<file path="src/rtl/sad_pkg.sv">
// Shared widths for the accumulating SAD engine.
package sad_pkg;
  localparam int SAD_IN_W  = 8;
  localparam int SAD_ACC_W = 33;
  localparam int SAD_SUM_W = SAD_IN_W + 2;
endpackage

</file>
<file path="src/rtl/sad_absdiff.sv">
// Unsigned absolute difference of two operands, purely combinational.
module sad_absdiff #(
  parameter int INPUT_WIDTH = 8
) (
  input  logic [INPUT_WIDTH-1:0] x,
  input  logic [INPUT_WIDTH-1:0] y,
  output logic [INPUT_WIDTH-1:0] d
);
  assign d = (x >= y) ? x - y : y - x;
endmodule

</file>
<file path="src/rtl/sad.sv">
// Accumulating sum-of-absolute-differences over three operand pairs.
module sad
  import sad_pkg::*;
#(
  parameter int INPUT_WIDTH  = SAD_IN_W,
  parameter int OUTPUT_WIDTH = SAD_ACC_W
) (
  input  logic                    clk,
  input  logic                    rst,
  input  logic [INPUT_WIDTH-1:0]  a,
  input  logic [INPUT_WIDTH-1:0]  b,
  input  logic [INPUT_WIDTH-1:0]  c,
  input  logic [INPUT_WIDTH-1:0]  d,
  input  logic [INPUT_WIDTH-1:0]  e,
  input  logic [INPUT_WIDTH-1:0]  f,
  output logic [OUTPUT_WIDTH-1:0] out
);
  localparam int SW = INPUT_WIDTH + 2;

  logic [INPUT_WIDTH-1:0] d0;
  logic [INPUT_WIDTH-1:0] d1;
  logic [INPUT_WIDTH-1:0] d2;
  logic [SW-1:0]          s;
  logic [OUTPUT_WIDTH-1:0] acc;

  sad_absdiff #(.INPUT_WIDTH(INPUT_WIDTH)) u_ad0 (
    .x(a), .y(b), .d(d0)
  );
  sad_absdiff #(.INPUT_WIDTH(INPUT_WIDTH)) u_ad1 (
    .x(c), .y(d), .d(d1)
  );
  sad_absdiff #(.INPUT_WIDTH(INPUT_WIDTH)) u_ad2 (
    .x(e), .y(f), .d(d2)
  );

  // Two guard bits make the three-term sum overflow-free.
  assign s = SW'(d0) + SW'(d1) + SW'(d2);

  always_ff @(posedge clk) begin
    if (!rst) acc <= '0;
    else      acc <= acc + OUTPUT_WIDTH'(s);
  end

  assign out = acc;
endmodule

</file>
<file path="config.mk">
export PLATFORM = sky130hd
export DESIGN_NAME = sad
export DESIGN_NICKNAME = d
export VERILOG_FILES = /design/src/rtl/sad_pkg.sv /design/src/rtl/sad_absdiff.sv /design/src/rtl/sad.sv
export SDC_FILE = /design/constraint.sdc
export NUM_CORES = 1
export LEC_CHECK = 0
export ABC_AREA = 1
export BUFFER_PORTS_ARGS = -buffer_cell sky130_fd_sc_hd__clkbuf_2
export CAP_MARGIN = 5
export CELL_PAD_IN_SITES_DETAIL_PLACEMENT = 1
export CELL_PAD_IN_SITES_GLOBAL_PLACEMENT = 1
export CORE_MARGIN = 4
export CORE_UTILIZATION = 36
export CTS_CLUSTER_DIAMETER = 60
export DETAILED_ROUTE_END_ITERATION = 8
export GPL_TIMING_DRIVEN = 0
export PLACE_DENSITY_LB_ADDON = 0.1
export SYNTH_ARGS = -nofsm -noshare
export SYNTH_HDL_FRONTEND = slang
export SYNTH_SLANG_ARGS = --single-unit
</file>
<file path="constraint.sdc">
create_clock -name clk -period 4.5 [get_ports clk]
set_clock_uncertainty 0.15 [all_clocks]
set_input_delay 0.9 -clock clk [delete_from_list [all_inputs] [get_ports clk]]
set_output_delay 0.9 -clock clk [all_outputs]
set_load 0.01 [all_outputs]
</file>
# Yosys cells after proc, flatten, opt, wreduce, memory -nomap -nowiden
# Index checks and enable logic that the tools add are counted.
[totals]
reg_bits = 33
in_bits = 50
out_inout_bits = 33
wordCells = 16
[op_classes]
n_addsub = 9
n_lt_le_gt_ge = 3
mux = 3
[op_table]
columns = ["op", "n"]
rows = [
  ["subtractor 8 bit", 6],
  ["adder 33 x 10 -> 33 bit", 1],
  ["greater-or-equal comparator 8 bit", 3],
  ["2-to-1 mux 8 bit", 3],
  ["adder 9 x 8 -> 10 bit", 1],
  ["adder 8 x 8 -> 9 bit", 1],
]

# Longest topological paths before layout
# Gate-level depths: netlist of run 1.
[logic_depth]
word_depth = 5
mapped_depth = 28
mapped_depth_nobuf = 28

# Cells and area by module
# Synthesis of run 1 repeated with hierarchy kept, for this count alone.
[hier_totals]
hier_cells = 863
hier_area_um2 = 5381.4
[by_module_without_submodules]
columns = ["mod", "instances", "cells_each", "area_per_inst_um2", "seq_area_each_um2"]
rows = [
  ["sad_absdiff", 3, 164, 959.7, 0.0],
  ["sad", 1, 371, 2502.4, 660.6],
]

# Worst setup path after synthesis of run 1
# OpenSTA, ideal clock, no wires.
[synth_timing]
path_type = "input port to flip-flop"
from = "input port c[0]"
to = "register acc[17], in the netlist out[17]"
setup_ns = 0.115
arrival_ns = 4.406
required_ns = 4.235
setup_slack_ns = -0.171
stages = 25
n_path_buf = 0
cell_sequence = "inv_1 -> ha_1 -> inv_1 -> fa_1 -> nand3_1 -> nand3_1 -> o21ai_1 -> nand2_2 -> nand2_1 -> nand2_1 -> fa_1 -> inv_1 -> fa_1 -> inv_1 -> ha_1 -> inv_1 -> fa_1 -> inv_1 -> nand3_1 -> nand3_1 -> nand2_1 -> nand2_1 -> nand3_1 -> a21oi_1 -> nor2_1"
[synth_via]
elab_chain_len = 5
elab_cells_between_ends = 7
classes_between = "add/sub: 5; order compare: 1; mux: 1"
[synth_rtl]
columns = ["item", "line_no", "source"]
rows = [
  ["from (decl)", "sad.sv:12", "input logic [INPUT_WIDTH-1:0] c,"],
  ["subtractor 8 bit or greater-or-equal comparator 8 bit (tied branches)", "sad_absdiff.sv:9", "assign d = (x >= y) ? x - y : y - x;"],
  ["2-to-1 mux 8 bit (*)", "sad_absdiff.sv:9", ""],
  ["adder 8 x 8 -> 9 bit (*)", "sad.sv:37", "assign s = SW'(d0) + SW'(d1) + SW'(d2);"],
  ["adder 9 x 8 -> 10 bit (*)", "sad.sv:37", ""],
  ["adder 33 x 10 -> 33 bit (*)", "sad.sv:41", "else acc <= acc + OUTPUT_WIDTH'(s);"],
  ["to (signal assigned)", "sad.sv:41", ""],
  ["to (decl)", "sad.sv:24", "logic [OUTPUT_WIDTH-1:0] acc;"],
]
# Every way passes the cells marked *; elsewhere a longest branch is shown, timed or not.
# A chain may end at the register's enable or synchronous reset.

# Worst setup path in the final report of run 1
[layout_timing]
from = "input port a[0]"
to = "register acc[31], in the netlist out[31]"
[layout_via]
elab_chain_len = 5
elab_cells_between_ends = 7
classes_between = "add/sub: 5; order compare: 1; mux: 1"
[layout_rtl]
columns = ["item", "line_no", "source"]
rows = [
  ["from (decl)", "sad.sv:10", "input logic [INPUT_WIDTH-1:0] a,"],
  ["subtractor 8 bit or greater-or-equal comparator 8 bit (tied branches)", "sad_absdiff.sv:9", ""],
  ["2-to-1 mux 8 bit (*)", "sad_absdiff.sv:9", ""],
  ["adder 8 x 8 -> 9 bit (*)", "sad.sv:37", ""],
  ["adder 9 x 8 -> 10 bit (*)", "sad.sv:37", ""],
  ["adder 33 x 10 -> 33 bit (*)", "sad.sv:41", ""],
]
# Marked as above.

==> results of run 1 <==
-- synth_stat cells (5+ instances only) --
cell / count / share of area (%)
o21ai_1: 5 / 0.53
nand2_1: 225 / 18
nand3_1: 49 / 5.2
a21oi_1: 51 / 5.4
fa_1: 22 / 9.3
o21ai_2: 7 / 1.3
xnor2_1: 5 / 0.92
nor2_1: 64 / 5.0
nand2_2: 7 / 0.92
buf_6: 5 / 1.2
nor3_1: 10 / 1.1
xor2_1: 15 / 2.8
ha_1: 56 / 15
inv_1: 162 / 13
dfxtp_1: 33 / 14
o21ai_0: 12 / 1.3
-- final timing paths --
check        depth (start not counted)  endpoint  slack, ns
max                                 26   out[31]      -0.08
min                                  2   out[32]       0.37
max reg2reg                         15   out[31]       1.45
min reg2reg                          2   out[32]       0.37
-- logic make-up after synthesis --
kind of cell | Yosys count | share of synthesized area [%]
AOI/OAI and AO/OA | 89 | 10.78
xor gates and xnor gates | 20 | 3.680
adders and majority gates | 78 | 23.97
buffers and inverters | 177 | 14.98
DFF | 33 | 13.88
and+or+nand+nor | 372 | 32.70
-- what timing repair did --
item                       4_1_cts  5_1_grt
buffers inserted                14       15
setup endpoints to repair       28       29
pin swaps                       29       49
resized for setup               64      125
-- cell type report --
cell class	count	area, um2	share of cell area [%]
sequential	33	660.6	9.996
timing repair buffer	111	658.1	9.958
multi-input combinational	559	4158	62.91
inverter	166	635.6	9.618
clock inverter	3	65.06	0.9845
tap	172	215.2	3.256
buffer	11	91.34	1.382
clock buffer	5	125.1	1.893
-- cells in the final DEF, fill, tap and decap left out, types with 4 or more instances in the layout --
cell type	count
a21oi_1	36
a21oi_2	13
buf_4	28
buf_6	10
clkbuf_16	5
clkbuf_2	80
dfxtp_1	33
fa_1	17
fa_2	5
ha_1	38
ha_2	4
ha_4	14
inv_1	136
inv_2	26
nand2_1	171
nand2_2	40
nand2_4	20
nand3_1	30
nand3_2	15
nand3_4	8
nand4_1	4
nor2_1	59
nor2_2	6
nor3_1	7
o21ai_0	7
o21ai_1	5
o21ai_2	9
xnor2_1	5
xor2_1	14
-- critical path, cell delays in order --
cell	delay (ns)
buf_8	0.10
inv_4	0.05
ha_4	0.12
inv_2	0.04
fa_2	0.40
nand3_4	0.09
nand2_4	0.07
o21ai_4	0.16
nand2_4	0.10
nand2_2	0.08
nand2_2	0.05
fa_1	0.51
inv_2	0.05
fa_1	0.49
inv_2	0.08
ha_4	0.15
inv_2	0.04
fa_2	0.34
inv_2	0.09
nand4_1	0.12
nand2_2	0.14
nand2_2	0.08
nand2_4	0.14
nand3_2	0.08
nand2_2	0.07
nor2_1	0.05
-- power breakdown --
group | leakage [nW] | switching, W | total [W] | internal (W)
Combinational | 3.15 | 0.00204 | 0.00351 | 0.00148
Sequential | 0.269 | 0.0000388 | 0.000384 | 0.000345
Clock | 0.0938 | 0.000142 | 0.000459 | 0.000317
-- stage by stage --
| step | setup WS, ns | TNS (ns) | std cells | power [W] |
|---|---|---|---|---|
| 3_3_place_gp | -0.5526 | -12.35 | 1023 | 0.002453 |
| 2_1_floorplan | -0.01984 | -0.01984 | 769 | 0.001994 |
| 6_report | -0.07865 | -0.4262 | 1060 | 0.004356 |
| 5_1_grt | -0.2864 | -5.182 | 1060 | 0.004713 |
| 4_1_cts | -0.01373 | -0.02142 | 1045 | 0.003473 |
| 3_5_place_dp | -0.6875 | -16.14 | 1023 | 0.002561 |
-- per-layer routing --
layer  routed length, um  track usage (%)  vias to the layer above
met5                   0                0                        -
met4                 264            4.291                        0
met3                 444            2.059                       21
met2                8371            38.47                       77
met1                6301            22.31                     2478
li1                    -                -                     2587
==> results.py, run 1 <==
metrics = {
    "critical_path": {
        "crit_fanout": 6,
        "required_ns": 4.53,
        "worstSetupStartpointType": "primary input",
        "crit_path_start": "a[0]",
        "cp-end-kind": "flip-flop",
        "worstSetupPathType": "in2reg",
        "worstReg2RegStart": "out[1]",
        "arrival_ns": 4.61,
    },
    "floorplan": {
        "core_area_um2": 12770,
        "rows": 41,
        "start_util_pct": 37.26,
        "die_w_um": 123.0,
        "die_height_um": 123.0,
        "die_area_um2": 15120,
        "io_pins": 83,
    },
    "finish": {
        "n_fill_cell": 1680,
        "final_nets": 1015,
        "utilization_pct": 51.74,
        "syn_to_final_growth_pct": 38.85,
        "drive_gt1_share_pct": 34.91,
        "antenna_cells": 0,
        "final_area_um2": 6609,
        "largest_reg_flops": 33,
    },
    "grt": {
        "grt_pass1_vias": 5416,
        "antenna_found_initial": 0,
        "grt_pass1_wl_um": 24040,
        "grt_max_degree": 12,
        "grtUsageTotal_pct": 19.48,
        "overflow": 0,
    },
    "job": {
        "cap_viol_max_count": 0,
    },
    "routing": {
        "drc_errors": 0,
        "dr.first_iter.drc_count": 147,
        "drt_pre_antenna_iters": 4,
        "via_per_inst": 4.871,
        "drt_wl_total_um": 15380,
        "wl_per_cell_um": 14.51,
        "ant_nets": 0,
        "vias": 5163,
    },
    "clock_tree": {
        "root_buffer": "clkbuf_16",
        "htree_levels": 2,
        "hold_buffers": 0,
        "worst_skew_pair.late_latency_ns": 0.28,
        "clk_path_buf_depth": 2,
        "cts_tree": "done",
        "clock_sinks": 33,
        "path_clk_slew_ns": 0.06,
        "cts_inserted_buffers": 5,
    },
    "status": {
        "failed_checks": "negative setup slack",
        "status": "finished with violations",
    },
    "min_path": {
        "min_from": "out[32]",
        "holdCritPathClass": "reg2reg",
    },
    "logic_synthesis": {
        "syn-num-nets": 897,
        "ys_warn_count": 0,
        "async_reset_ff_share_pct": 0,
        "ys.flop_type": "dfxtp_1",
        "synth_cell_types": 37,
        "yosysSeqAreaShare_pct": 13.88,
        "syn_area_um2": 4760,
        "synth-seq-cells": 33,
        "synth_enable_flop_cells": 0,
        "syn_inst": 769,
        "avgSynthCellArea_um2": 6.189,
    },
    "timing": {
        "period_needed_ns": 4.579,
        "layout_setup_ws_ns": -0.07865,
        "slew_headroom_pct": 48.74,
        "setup_viol": 14,
        "slew_viol_final": 0,
        "hold_viol_final": 0,
        "holdWs_ns": 0.3689,
        "final.period_utilization_pct": 101.7,
        "rsz0062_at_grt": "yes",
        "fmax_mhz": 218.4,
        "tightestPinTransition_ns": 0.7688,
    },
    "pwr": {
        "leakage_nw": 3.512,
        "power_density_nw_per_um2": 659.1,
        "ir_drop_mv": 0.4193,
    },
    "place": {
        "port_buffers": 82,
        "dpl.hpwl_um": 11980,
        "gp_congestion": 0.8359,
        "placement.cell_area_um2": 5517,
    },
}
Power figures use the tool's default switching activity.
==> inputs of run 2 (changes only) <==
SKIP_CTS_REPAIR_TIMING = 1   (was unset)
==> run 2 against run 1 <==
  * The run still ends with negative setup slack left
  * Critical endpoint is now out[9]
  * Power shrank 5.4%
  * Via count shrank 1.7%
  * Utilization shrank 0.99 points
  * Combinational power shrank 6.6%
  * Critical path type unchanged
  * Flip-flop and latch count is the same
  * Clock-buffer cell count is the same
  * Highest routed layer unchanged
  * Worst setup slack gained 0.049 ns
  * Maximum frequency grew 1.1%
  * Cell count shrank 0.47%
  * Die area is the same
==> results.py, run 2 (synthesis results as in run 1) <==
metrics = {
    "critical_path": {
        "cp_slowest_stage_delay_ns": 0.52,
        "crit_fanout": 7,
        "crit_path_frequent_cell": "inv_2",
        "arrival_ns": 4.59,
        "worstReg2RegStart": "out[1]",
        "rr_worst_depth": 15,
        "required_ns": 4.56,
        "worstSetupPathType": "in2reg",
        "worstSetupStartpointType": "primary input",
        "crit_path_start": "a[0]",
        "cp-end-kind": "flip-flop",
        "r2r-end": "out[9]",
        "crit_path_end": "out[9]",
        "cp_slowest_cell": "fa_1",
        "reg2reg_slack_ns": 1.50,
    },
    "clock_tree": {
        "root_buffer": "clkbuf_16",
        "clock_sinks": 33,
        "htree_levels": 2,
        "path_clk_slew_ns": 0.06,
        "clk_path_buf_depth": 2,
        "cts_inserted_buffers": 5,
        "cts_tree": "done",
        "worst_skew_pair.late_latency_ns": 0.28,
    },
    "pwr": {
        "ir_drop_mv": 0.3871,
        "power_density_nw_per_um2": 635.8,
        "leakage_nw": 3.503,
    },
    "floorplan": {
        "die_w_um": 123.0,
        "io_pins": 83,
        "start_util_pct": 37.26,
        "die_height_um": 123.0,
        "rows": 41,
        "die_area_um2": 15120,
        "core_area_um2": 12770,
    },
    "timing": {
        "hold_viol_final": 0,
        "fmax_mhz": 220.8,
        "layout_setup_ws_ns": -0.02962,
        "holdWs_ns": 0.3692,
        "tightestPinTransition_ns": 0.7535,
        "setup_viol": 4,
        "setup-tns-final_ns": -0.04786,
        "slew_viol_final": 0,
        "rsz0062_at_grt": "yes",
        "final.period_utilization_pct": 100.7,
        "period_needed_ns": 4.530,
        "slew_headroom_pct": 49.76,
    },
    "routing": {
        "drt_wl_total_um": 14860,
        "via_per_inst": 4.809,
        "drt_pre_antenna_iters": 4,
        "vias": 5074,
        "dr.first_iter.drc_count": 89,
        "wl_per_cell_um": 14.08,
        "ant_nets": 0,
        "drc_errors": 0,
    },
    "grt": {
        "grt_pass1_wl_um": 23230,
        "grt_pass1_vias": 5267,
        "overflow": 0,
        "antenna_found_initial": 0,
        "grtUsageTotal_pct": 18.80,
        "grt_max_degree": 12,
    },
    "finish": {
        "drive_gt1_share_pct": 32.28,
        "antenna_cells": 0,
        "largest_reg_flops": 33,
        "syn_to_final_growth_pct": 36.20,
        "final_common_cell": "nand2_1",
        "final_nets": 1010,
        "regArea_um2": 660.6,
        "multi_input_area_um2": 4086,
        "n_fill_cell": 1697,
        "final_area_um2": 6482,
        "layout_common_cells": "nand2_1, inv_1, clkbuf_2, nor2_1, a21oi_1",
    },
    "place": {
        "gp_congestion": 0.8359,
        "port_buffers": 82,
        "dpl.hpwl_um": 11980,
        "pre_cts_slack_ns": -0.6875,
        "placement.cell_area_um2": 5517,
    },
    "min_path": {
        "holdCritPathClass": "reg2reg",
    },
    "status": {
        "failed_checks": "negative setup slack",
        "status": "finished with violations",
    },
    "job": {
        "cap_viol_max_count": 0,
    },
}
-- run 2: changes by cell type in the layout (fill, tap and decap cells not counted), moves of 2 or more --
cell / before / now
nand3_1: 30 / 33
buf_4: 28 / 26
inv_2: 26 / 23
buf_6: 10 / 6
nand2_1: 171 / 177
ha_1: 38 / 40
nand2_2: 40 / 33
a21oi_1: 36 / 41
a21oi_2: 13 / 9
nand3_4: 8 / 6
inv_1: 136 / 139
-- run 2: worst min path at each step --
| stage | from | end | slack (ns) | cells after the start |
|---|---|---|---|---|
| global route | out[32] | out[32] | 0.41 | 2 |
| finish | out[32] | out[32] | 0.37 | 2 |
| floorplan | out[32] | out[32] | 0.38 | 2 |
| detailed placement | out[32] | out[32] | 0.36 | 2 |
| global placement | out[32] | out[32] | 0.34 | 2 |
| CTS | out[32] | out[32] | 0.38 | 2 |
-- run 2: cell type report --
class | instances | share of cell area, %
buffer | 11 | 1.351
multi-input combinational | 559 | 63.04
tap | 172 | 3.320
inverter | 166 | 9.805
clock buffer | 5 | 1.930
clock inverter | 3 | 1.004
timing repair buffer | 106 | 9.361
sequential | 33 | 10.19
-- run 2: power by group --
group          leakage (nW)  switching, W  internal, W
registers             0.269     0.0000392     0.000345
clock network        0.0938      0.000140     0.000317
logic                  3.14       0.00191      0.00137
total                  3.50       0.00209      0.00203
-- run 2: metrics by stage --
stage / utilization (%) / power (W) / std cells
floorplan: - / 0.001994 / 769
global placement: 43.19 / 0.002453 / 1023
detailed placement: 43.19 / 0.002561 / 1023
CTS: 44.68 / 0.003046 / 1031
global route: 50.75 / 0.004501 / 1055
finish: 50.75 / 0.004121 / 1055
-- run 2: routing by layer --
metal | GRT usage [%] | wire [um] | vias up
li1 | - | - | 2572
met1 | 22.21 | 6217 | 2405
met2 | 37.03 | 7972 | 77
met3 | 1.647 | 391 | 20
met4 | 3.183 | 274 | 0
met5 | 0 | 0 | -
-- run 2: worst max-delay path, delay by kind of cell --
kind / cells / cell delay (ns)
compound gates: 3 / 0.39
buf+inv: 8 / 0.55
simple gates: 9 / 0.74
fa+ha+maj: 6 / 2.00
==> inputs of run 3 (changes only) <==
REMOVE_ABC_BUFFERS = 1   (was unset)
==> run 3 against run 2 <==
  * The run still ends with negative setup slack left
  * Via count shrank 1.8%
  * Power is 17% lower
  * Maximum frequency down 1.8%
  * Flip-flop and latch count is the same
  * Combinational power fell by 18%
  * Clock-buffer cell count is the same
  * Largest power group unchanged
==> results.py, run 3 (synthesis results as in run 1) <==
metrics = {
    "status": {
        "status": "finished with violations",
        "failed_checks": "negative setup slack",
    },
    "grt": {
        "grt_max_degree": 32,
        "overflow": 0,
        "antenna_found_initial": 0,
        "top_usage_layer": "met2",
        "use_met2_pct": 34.44,
        "grt_pass1_vias": 5087,
        "grtUsageTotal_pct": 18.35,
        "met3_usage_pct": 2.928,
        "grt_pass1_wl_um": 22650,
        "met1_usage_pct": 22.09,
    },
    "clock_tree": {
        "path_clk_slew_ns": 0.06,
        "cts_tree": "done",
        "htree_levels": 2,
        "root_buffer": "clkbuf_16",
        "clock_sinks": 33,
        "clk_path_buf_depth": 2,
        "worst_skew_pair.late_latency_ns": 0.28,
        "cts_inserted_buffers": 5,
    },
    "critical_path": {
        "worstSetupStartpointType": "primary input",
        "arrival_ns": 4.64,
        "required_ns": 4.52,
        "crit_fanout": 8,
        "worstSetupPathType": "in2reg",
        "cp-end-kind": "flip-flop",
    },
    "place": {
        "gp_congestion": 0.8394,
        "pre_cts_slack_ns": -0.9223,
        "dp.cells": 1012,
        "dpl.hpwl_um": 11450,
        "port_buffers": 82,
    },
    "floorplan": {
        "core_area_um2": 12770,
        "rows": 41,
        "die_height_um": 123.0,
        "start_util_pct": 37.26,
        "die_w_um": 123.0,
        "die_area_um2": 15120,
        "io_pins": 83,
    },
    "routing": {
        "drt_wl_total_um": 14020,
        "drt_pre_antenna_iters": 4,
        "drc_errors": 0,
        "dr.first_iter.drc_count": 133,
        "via_per_inst": 4.789,
        "vias": 4981,
        "wl_per_cell_um": 13.48,
        "ant_nets": 0,
    },
    "finish": {
        "syn_to_final_growth_pct": 27.16,
        "layoutNonFillerInstCount": 1040,
        "n_fill_cell": 1717,
        "layout_common_cells": "nand2_1, inv_1, clkbuf_2, nor2_1, a21oi_1",
        "final_nets": 995,
        "drive_gt1_share_pct": 26.38,
        "antenna_cells": 0,
        "final_common_cell": "nand2_1",
        "largest_reg_flops": 33,
    },
    "timing": {
        "layout_setup_ws_ns": -0.1106,
        "tightestPinTransition_ns": 0.7422,
        "fmax_mhz": 216.9,
        "slew_viol_final": 0,
        "rsz0062_at_grt": "yes",
        "hold_viol_final": 0,
        "period_needed_ns": 4.611,
        "setup_viol": 26,
        "setup-tns-final_ns": -1.500,
        "slew_headroom_pct": 50.52,
        "final.period_utilization_pct": 102.5,
    },
    "pwr": {
        "ir_drop_mv": 0.2971,
        "leakage_nw": 3.339,
        "p_total_w": 0.003428,
        "power_density_nw_per_um2": 566.4,
    },
    "job": {
        "cap_viol_max_count": 0,
    },
    "min_path": {
        "holdCritPathClass": "reg2reg",
    },
}
## run 3: cell types whose count changed in the layout (fill, tap and decap cells not counted), moves of 5 or more
cell and change:
inv_1 +12, inv_2 -12, nand2_2 -14, nand2_4 -6, buf_6 -6, buf_4 -5
nand2_1 +21, nand3_4 -5
## run 3: area by class of cell
| class | count | area [um2] | share of cell area (%) |
|---|---|---|---|
| multi-input combinational | 559 | 3820 | 63.12 |
| sequential | 33 | 660.6 | 10.92 |
| inverter | 166 | 635.6 | 10.50 |
| timing repair buffer | 102 | 573.1 | 9.469 |
| tap | 172 | 215.2 | 3.556 |
| clock buffer | 5 | 125.1 | 2.067 |
| clock inverter | 3 | 22.52 | 0.3721 |
## run 3: path summary, 6_finish.rpt
| path | slack (ns) | start | depth (start not counted) | endpoint |
|---|---|---|---|---|
| max | -0.11 | c[0] | 26 | out[17] |
| min reg2reg | 0.37 | out[32] | 2 | out[32] |
| min | 0.37 | out[32] | 2 | out[32] |
| max reg2reg | 1.52 | out[1] | 15 | out[17] |
## run 3: critical path, stage by stage
cell     delay [ns]
buf_8          0.10
inv_4          0.04
ha_4           0.12
inv_2          0.04
fa_2           0.41
nand3_2        0.08
nand3_2        0.10
o21ai_2        0.19
nand2_4        0.12
nand2_4        0.10
nand2_4        0.05
fa_1           0.51
inv_2          0.04
fa_1           0.44
inv_1          0.07
ha_2           0.18
inv_2          0.04
fa_2           0.37
inv_2          0.07
nand3_2        0.06
nand3_2        0.08
nand2_1        0.07
nand2_2        0.10
nand3_2        0.08
a21oi_1        0.16
nor2_1         0.06
## run 3: stage by stage
step / hold WS [ns] / util, % / instance area, um2
after floorplan: 0.3837 / - / 4674
after global placement: 0.3425 / 41.49 / 5300
after detailed placement: 0.3661 / 41.49 / 5300
after CTS: 0.3773 / 42.65 / 5448
after global routing: 0.4265 / 47.38 / 6052
final: 0.3708 / 47.38 / 6052
## run 3: report_power, final
part / total (W) / internal (W) / switching (W)
combinational: 0.00269 / 0.00111 / 0.00159
clock: 0.000347 / 0.000205 / 0.000143
sequential: 0.000387 / 0.000345 / 0.0000413
total: 0.00343 / 0.00166 / 0.00177
## run 3: metal layers
layer | up-vias | part of all wire (%)
met2 | 63 | 52
met3 | 11 | 3.0
met1 | 2359 | 44
met4 | 0 | 1.1
li1 | 2548 | -
met5 | - | 0
